===== src/rtl/rand_sched_pkg.sv =====
// Shared types and constants for the random request scheduler and its LFSR step function.
package rand_sched_pkg;

  localparam int unsigned LFSR_W = 16;

  // Feedback taps of the 16-bit LFSR
  localparam int unsigned TAP_0 = 15;
  localparam int unsigned TAP_1 = 14;
  localparam int unsigned TAP_2 = 12;
  localparam int unsigned TAP_3 = 3;

  typedef enum logic [1:0] {
    StIdle,
    StArb,
    StDraw,
    StGrant
  } state_e;

endpackage


===== src/rtl/lfsr16_step.sv =====
// Combinational next-state function of the shared 16-bit LFSR (XNOR taps plus all-ones escape).
module lfsr16_step
  import rand_sched_pkg::*;
(
  input  logic [LFSR_W-1:0] lfsr,
  output logic [LFSR_W-1:0] nx
);

  logic fb;

  always_comb begin
    // The AND term folds the lock-up state into the sequence, giving the full 2**16 cycle
    fb = (lfsr[TAP_0] ~^ lfsr[TAP_1] ~^ lfsr[TAP_2] ~^ lfsr[TAP_3]) ^ (&lfsr[LFSR_W-2:0]);
    nx = {lfsr[LFSR_W-2:0], fb};
  end

endmodule


===== src/rtl/rand_req_sched.sv =====
// Round-robin scheduler handing range-qualified LFSR samples to REQ_N requesters.
// Define RAND_REQ_SCHED_STATS_EN to add the saturating rej_cnt rejected-draw counter.
module rand_req_sched
  import rand_sched_pkg::*;
#(
  parameter int unsigned        REQ_N   = 4,
  parameter int unsigned        W       = 7,
  parameter int unsigned        LOW     = 90,
  parameter int unsigned        HIGH    = 127,
  parameter logic [LFSR_W-1:0]  SEED    = 16'd3,
  parameter int unsigned        MAX_TRY = 8
) (
  input  logic             clk,
  input  logic             rst,
  input  logic [REQ_N-1:0] req,
  output logic [REQ_N-1:0] gnt,
  output logic [W-1:0]     rnd_data,
  output logic             rnd_miss,
  output logic             busy
`ifdef RAND_REQ_SCHED_STATS_EN
  ,
  output logic [15:0]      rej_cnt
`endif
);

  localparam int unsigned IDX_W = (REQ_N > 1) ? $clog2(REQ_N) : 1;
  localparam int unsigned TRY_W = $clog2(MAX_TRY + 1);
  localparam int unsigned SPAN  = HIGH - LOW;

  localparam logic [W:0]       LOW_V    = LOW[W:0];
  localparam logic [W:0]       SPAN_V   = SPAN[W:0];
  localparam logic [W-1:0]     LOW_D    = LOW[W-1:0];
  localparam logic [TRY_W-1:0] LAST_TRY = TRY_W'(MAX_TRY - 1);
  localparam logic [IDX_W-1:0] LAST_IDX = IDX_W'(REQ_N - 1);

  state_e             state_q, state_d;
  logic [LFSR_W-1:0]  lfsr_q, lfsr_d;
  logic [LFSR_W-1:0]  nx;
  logic [IDX_W-1:0]   ptr_q, ptr_d;
  logic [IDX_W-1:0]   sel_q, sel_d;
  logic [TRY_W-1:0]   try_q, try_d;
  logic [W-1:0]       rnd_q, rnd_d;
  logic               miss_q, miss_d;

  logic [IDX_W-1:0]   pick;
  logic               pick_vld;
  logic [W-1:0]       samp;
  logic [W:0]         diff;
  logic               in_range;

  lfsr16_step u_step (
    .lfsr (lfsr_q),
    .nx   (nx)
  );

  // Offset from LOW in W+1 bits: samples below LOW wrap above any legal span
  always_comb begin
    samp     = nx[W-1:0];
    diff     = {1'b0, samp} - LOW_V;
    in_range = (diff <= SPAN_V);
  end

  // First set request at or after ptr, wrapping modulo REQ_N
  always_comb begin
    int unsigned      idx;
    logic [IDX_W-1:0] idx_b;
    pick     = '0;
    pick_vld = 1'b0;
    idx      = 0;
    idx_b    = '0;
    for (int unsigned i = 0; i < REQ_N; i++) begin
      idx = 32'(ptr_q) + i;
      if (idx >= REQ_N) idx = idx - REQ_N;
      idx_b = IDX_W'(idx);
      if (!pick_vld && req[idx_b]) begin
        pick     = idx_b;
        pick_vld = 1'b1;
      end
    end
  end

  always_comb begin
    state_d = state_q;
    lfsr_d  = lfsr_q;
    ptr_d   = ptr_q;
    sel_d   = sel_q;
    try_d   = try_q;
    rnd_d   = rnd_q;
    miss_d  = miss_q;
    unique case (state_q)
      StIdle: begin
        if (|req) state_d = StArb;
      end
      StArb: begin
        if (pick_vld) begin
          sel_d   = pick;
          try_d   = '0;
          state_d = StDraw;
        end else begin
          state_d = StIdle;
        end
      end
      StDraw: begin
        lfsr_d = nx;
        try_d  = try_q + 1'b1;
        if (in_range) begin
          rnd_d   = samp;
          miss_d  = 1'b0;
          state_d = StGrant;
        end else if (try_q == LAST_TRY) begin
          rnd_d   = LOW_D;
          miss_d  = 1'b1;
          state_d = StGrant;
        end
      end
      StGrant: begin
        ptr_d   = (sel_q == LAST_IDX) ? '0 : sel_q + 1'b1;
        state_d = StIdle;
      end
      default: state_d = StIdle;
    endcase
  end

  always_ff @(posedge clk) begin
    if (!rst) begin
      state_q <= StIdle;
      lfsr_q  <= SEED;
      ptr_q   <= '0;
      sel_q   <= '0;
      try_q   <= '0;
      rnd_q   <= '0;
      miss_q  <= 1'b0;
    end else begin
      state_q <= state_d;
      lfsr_q  <= lfsr_d;
      ptr_q   <= ptr_d;
      sel_q   <= sel_d;
      try_q   <= try_d;
      rnd_q   <= rnd_d;
      miss_q  <= miss_d;
    end
  end

  // Outputs decode registered state only; req never reaches them combinationally
  always_comb begin
    gnt      = (state_q == StGrant) ? (REQ_N'(1) << sel_q) : '0;
    rnd_data = rnd_q;
    rnd_miss = (state_q == StGrant) && miss_q;
    busy     = (state_q != StIdle);
  end

`ifdef RAND_REQ_SCHED_STATS_EN
  logic [15:0] rej_q;

  always_ff @(posedge clk) begin
    if (!rst) begin
      rej_q <= '0;
    end else if ((state_q == StDraw) && !in_range && (rej_q != 16'hFFFF)) begin
      rej_q <= rej_q + 16'd1;
    end
  end

  assign rej_cnt = rej_q;
`endif

endmodule


===== config.mk =====
export PLATFORM = sky130hd
export DESIGN_NAME = rand_req_sched
export DESIGN_NICKNAME = d
export VERILOG_FILES = /design/src/rtl/rand_sched_pkg.sv /design/src/rtl/lfsr16_step.sv /design/src/rtl/rand_req_sched.sv
export SDC_FILE = /design/constraint.sdc
export NUM_CORES = 1
export LEC_CHECK = 0
export ABC_AREA = 1
export CAP_MARGIN = 20
export CORE_AREA = 5 5 57 96
export CTS_BUF_LIST = sky130_fd_sc_hd__clkbuf_2
export DETAILED_ROUTE_END_ITERATION = 10
export DIE_AREA = 0 0 62 101
export DONT_BUFFER_PORTS = 1
export PLACE_DENSITY = 0.65
export SLEW_MARGIN = 20
export SYNTH_ARGS = -nofsm -noshare
export SYNTH_HDL_FRONTEND = slang
export SYNTH_SLANG_ARGS = --single-unit

===== constraint.sdc =====
create_clock -name clk -period 4.39 [get_ports clk]
set_input_delay 1.0975 -clock clk [delete_from_list [all_inputs] [get_ports clk]]
set_output_delay 1.0975 -clock clk [all_outputs]
set_load 0.1 [all_outputs]

==> flow_summary.json <==
{
  "status": "completed",
  "timing.setup.tns_ns": 0,
  "achievable-frequency_ghz": 0.3273,
  "gp_congestion": 0.7348,
  "drt_pre_antenna_iters": 4,
  "yosys.area.top_type": "sky130_fd_sc_hd__dfxtp_1",
  "power.switching_fraction_pct": 34.98,
  "die_area_um2": 6262,
  "layout_setup_ws_ns": 1.335,
  "detail_route.drc_violations": 0,
  "antenna_found_initial": 0,
  "postSynthAreaPerCell_um2": 6.896,
  "critical_path.endpoint_type": "output pin",
  "cts_hold_buffers": 0,
  "yosys.area_share.adder_pct": 4.961,
  "power.density_cell_area_nw_per_um2": 338.2,
  "clkSinkCount": 34,
  "synth.lib_cells_used.distinct": 28,
  "synth_compound_gate_area_share_pct": 16.16,
  "global_route_wire_length_before_repair_um": 5982,
  "overflow_after_grt": 0,
  "post_cts.repair.setup_buffers": 0,
  "num_io_pins": 19,
  "worst_skew_pair_later_pin_latency_ns": 0.38,
  "cts-root-buf": "sky130_fd_sc_hd__clkbuf_2",
  "post-route-cell-area_um2": 1851,
  "finClkSkew_ns": 0.02155,
  "total_leakage_power_nw": 0.8105,
  "xor_xnor_cell_area_share_of_the_yosys_netlist_pct": 1.984,
  "ir_drop_uv": 205.8,
  "met1_length_um": 1418,
  "power_report.internal_total_uw": 406.9,
  "drive_gt1_share_pct": 11.67,
  "power.share.combinational_pct": 21.2,
  "p_seq_share_pct": 56.3,
  "finalWirelength_um": 3596,
  "dpl_cell_area_um2": 1809,
  "postSynthCellCount": 256,
  "hold_ws_ns": 0.4749,
  "critical_path_arrival_ns": 1.96,
  "synthesis.nets": 269,
  "grt_setup_unrepaired": "no",
  "synth_top_family_by_area": "simple AND/OR/NAND/NOR gates",
  "ys.warnings.count": 0,
  "drv.max_cap_violation_count": 0,
  "cts_buffers": 5,
  "yosys.area.top_type_share_pct": 38.55,
  "avgRoutedWirePerCell_um": 11.64,
  "io_buffer_count": 0,
  "simple_gate_share_of_the_synthesized_area_pct": 29.77,
  "post-layout-total-power_uw": 625.9,
  "critical_path.startpoint_type": "flip-flop",
  "wl_met2_um": 1958,
  "synth.cells.most_frequent": "60 x sky130_fd_sc_hd__nand2_1, 35 x sky130_fd_sc_hd__nor2_1, 34 x sky130_fd_sc_hd__dfxtp_1",
  "critical_path.max_fanout": 9,
  "y_dimension_of_the_die_um": 101,
  "pwr-share-clk_pct": 22.5,
  "dp_worst_setup_slack_ns": 1.764,
  "timing.hold.worst.class": "reg -> reg",
  "min_period_ns": 3.055,
  "grt_usage_pct": 12.53,
  "die-width_um": 62,
  "portion_of_netlist_area_occupied_by_mux_cells_pct": 0,
  "fill_cells": 507,
  "p_sw_uw": 218.9,
  "synth_async_sr_flop_share_pct": 0,
  "vias_per_std_cell": 4.964,
  "synthMostInstantiatedCell": "sky130_fd_sc_hd__nand2_1",
  "synth.ff_latch_count": 34,
  "number_of_endpoints_failing_setup_at_the_final_stage": 0,
  "first_global_vias": 1438,
  "worstMarginPinSlew_ns": 1.061,
  "starting_utilization_of_the_core_area_pct": 38.18,
  "met3_routed_length_um": 160,
  "worst_ep_required_time_ns": 3.29,
  "slew_violations": 0,
  "hold_viol_final": 0,
  "dr_total_vias": 1534,
  "clkSlewWorstSetupHoldPaths_ns": 0.18,
  "synth_enable_flop_cells": 0,
  "dominantRegCellSynth": "sky130_fd_sc_hd__dfxtp_1",
  "synth.yosys.seq_area_share_pct": 38.55,
  "criticalPathCategory": "reg -> out",
  "clockBufferDepth": 2,
  "cts-resized-gates": 0,
  "total_number_of_h_tree_levels": 2,
  "antenna_cells_inserted": 0,
  "largest_net_degree_at_the_start_of_global_routing": 31,
  "synth_top_cells_by_area": "sky130_fd_sc_hd__dfxtp_1 39%, sky130_fd_sc_hd__nand2_1 13%, sky130_fd_sc_hd__nor2_1 7.4%",
  "timing.max_slew.rel_slack_pct": 29.18,
  "floorplan.core_area_um2": 4624,
  "cts_tree": "done",
  "antenna_violating_nets_post_route": 0,
  "areaGrowthSynthToFinish_pct": 4.819,
  "detailedPlacementHpwl_um": 2699,
  "finalCritPeriodShare_pct": 69.59,
  "num_rows": 33,
  "finish.net_count": 269,
  "initialDrtViolationCount": 42,
  "top_layer": "met4",
  "syn-cell-area_um2": 1765
}
placed cells by master, fill, tap and decap left out:
| master | count |
|---|---|
| sky130_fd_sc_hd__nand2_1 | 60 |
| sky130_fd_sc_hd__dfxtp_1 | 34 |
| sky130_fd_sc_hd__nor2_1 | 29 |
| sky130_fd_sc_hd__inv_1 | 25 |
| sky130_fd_sc_hd__a21oi_1 | 23 |
| sky130_fd_sc_hd__o21ai_0 | 19 |
| sky130_fd_sc_hd__nand3_1 | 15 |
| sky130_fd_sc_hd__nor2_2 | 9 |
| sky130_fd_sc_hd__ha_1 | 7 |
| sky130_fd_sc_hd__nand2_2 | 5 |
| sky130_fd_sc_hd__clkbuf_2 | 5 |
| sky130_fd_sc_hd__nand2_4 | 2 |
| sky130_fd_sc_hd__inv_2 | 2 |
| sky130_fd_sc_hd__a21oi_2 | 2 |
| sky130_fd_sc_hd__o21ai_1 | 2 |
| sky130_fd_sc_hd__xor2_1 | 2 |
| sky130_fd_sc_hd__xnor2_1 | 2 |
| sky130_fd_sc_hd__o211ai_1 | 2 |
| sky130_fd_sc_hd__nand3b_1 | 2 |
| sky130_fd_sc_hd__o21ai_2 | 1 |
| sky130_fd_sc_hd__o2111ai_1 | 1 |
| sky130_fd_sc_hd__nand4_1 | 1 |
| sky130_fd_sc_hd__inv_4 | 1 |
| sky130_fd_sc_hd__a211oi_1 | 1 |
| sky130_fd_sc_hd__o21bai_1 | 1 |
| sky130_fd_sc_hd__clkinv_2 | 1 |
| sky130_fd_sc_hd__clkinvlp_4 | 1 |
| sky130_fd_sc_hd__clkinv_1 | 1 |
| sky130_fd_sc_hd__buf_4 | 1 |
worst max-delay path: stages (launching register included):
cell and delay (ns):
sky130_fd_sc_hd__dfxtp_1 0.43, sky130_fd_sc_hd__nand2_1 0.26, sky130_fd_sc_hd__nor2_2 0.89
layer usage:
layer	GRT usage [%]	vias to the layer above
met4	4.412	0
met3	3.205	5
li1	-	818
met5	0	-
met2	23.40	21
met1	12.50	690
cell type report:
cell class	count	area [µm²]	share of cell area, %
clock buffers	5	25.02	1.352
well taps	52	65.06	3.516
repair buffers	1	7.507	0.4057
multi-input cells	186	948.4	51.25
clock inverters	3	16.27	0.8790
inverters	28	107.6	5.815
flip-flops and latches	34	680.7	36.78
state kept, by name, summed over array words and instances (netlist names), named ones only:
name	count
miss_q	1
rnd_data	7
ptr_q	2
try_q	4
sel_q	2
lfsr_q	16
state_q	1
logic make-up after synthesis:
| kind of cell | after synthesis |
|---|---|
| AND/OR/NAND/NOR | 123 |
| flip-flops | 34 |
| XOR/XNOR | 4 |
| buffers and inverters | 36 |
| adder cells (fa/ha/maj) | 7 |
| AO/OA/AOI/OAI | 52 |
per-stage QoR:
| stage | instances | util (%) |
|---|---|---|
| after detailed placement | 301 | 39.12 |
| after global placement | 301 | 39.12 |
| final | 309 | 40.02 |
| after global routing | 309 | 40.02 |
| after CTS | 309 | 40.02 |
| after floorplan | 256 | - |
power groups by stage:
stage | clock [mW] | sequential, mW | combinational (mW)
after floorplan | 0 | 0.353 | 0.116
after global placement | 0 | 0.358 | 0.132
after detailed placement | 0 | 0.359 | 0.134
after CTS | 0.149 | 0.352 | 0.134
after global routing | 0.161 | 0.356 | 0.152
final | 0.141 | 0.352 | 0.133
path summary, 6_finish.rpt:
kind	start	to	slack (ns)	cells after the start
hold / removal	try_q[3]	try_q[3]	0.47	2
setup reg to reg	lfsr_q[1]	rnd_data[5]	2.72	9
setup / recovery	state_q[0]	gnt[1]	1.33	2
hold reg to reg	try_q[3]	try_q[3]	0.47	2
Power figures use the tool's default switching activity.
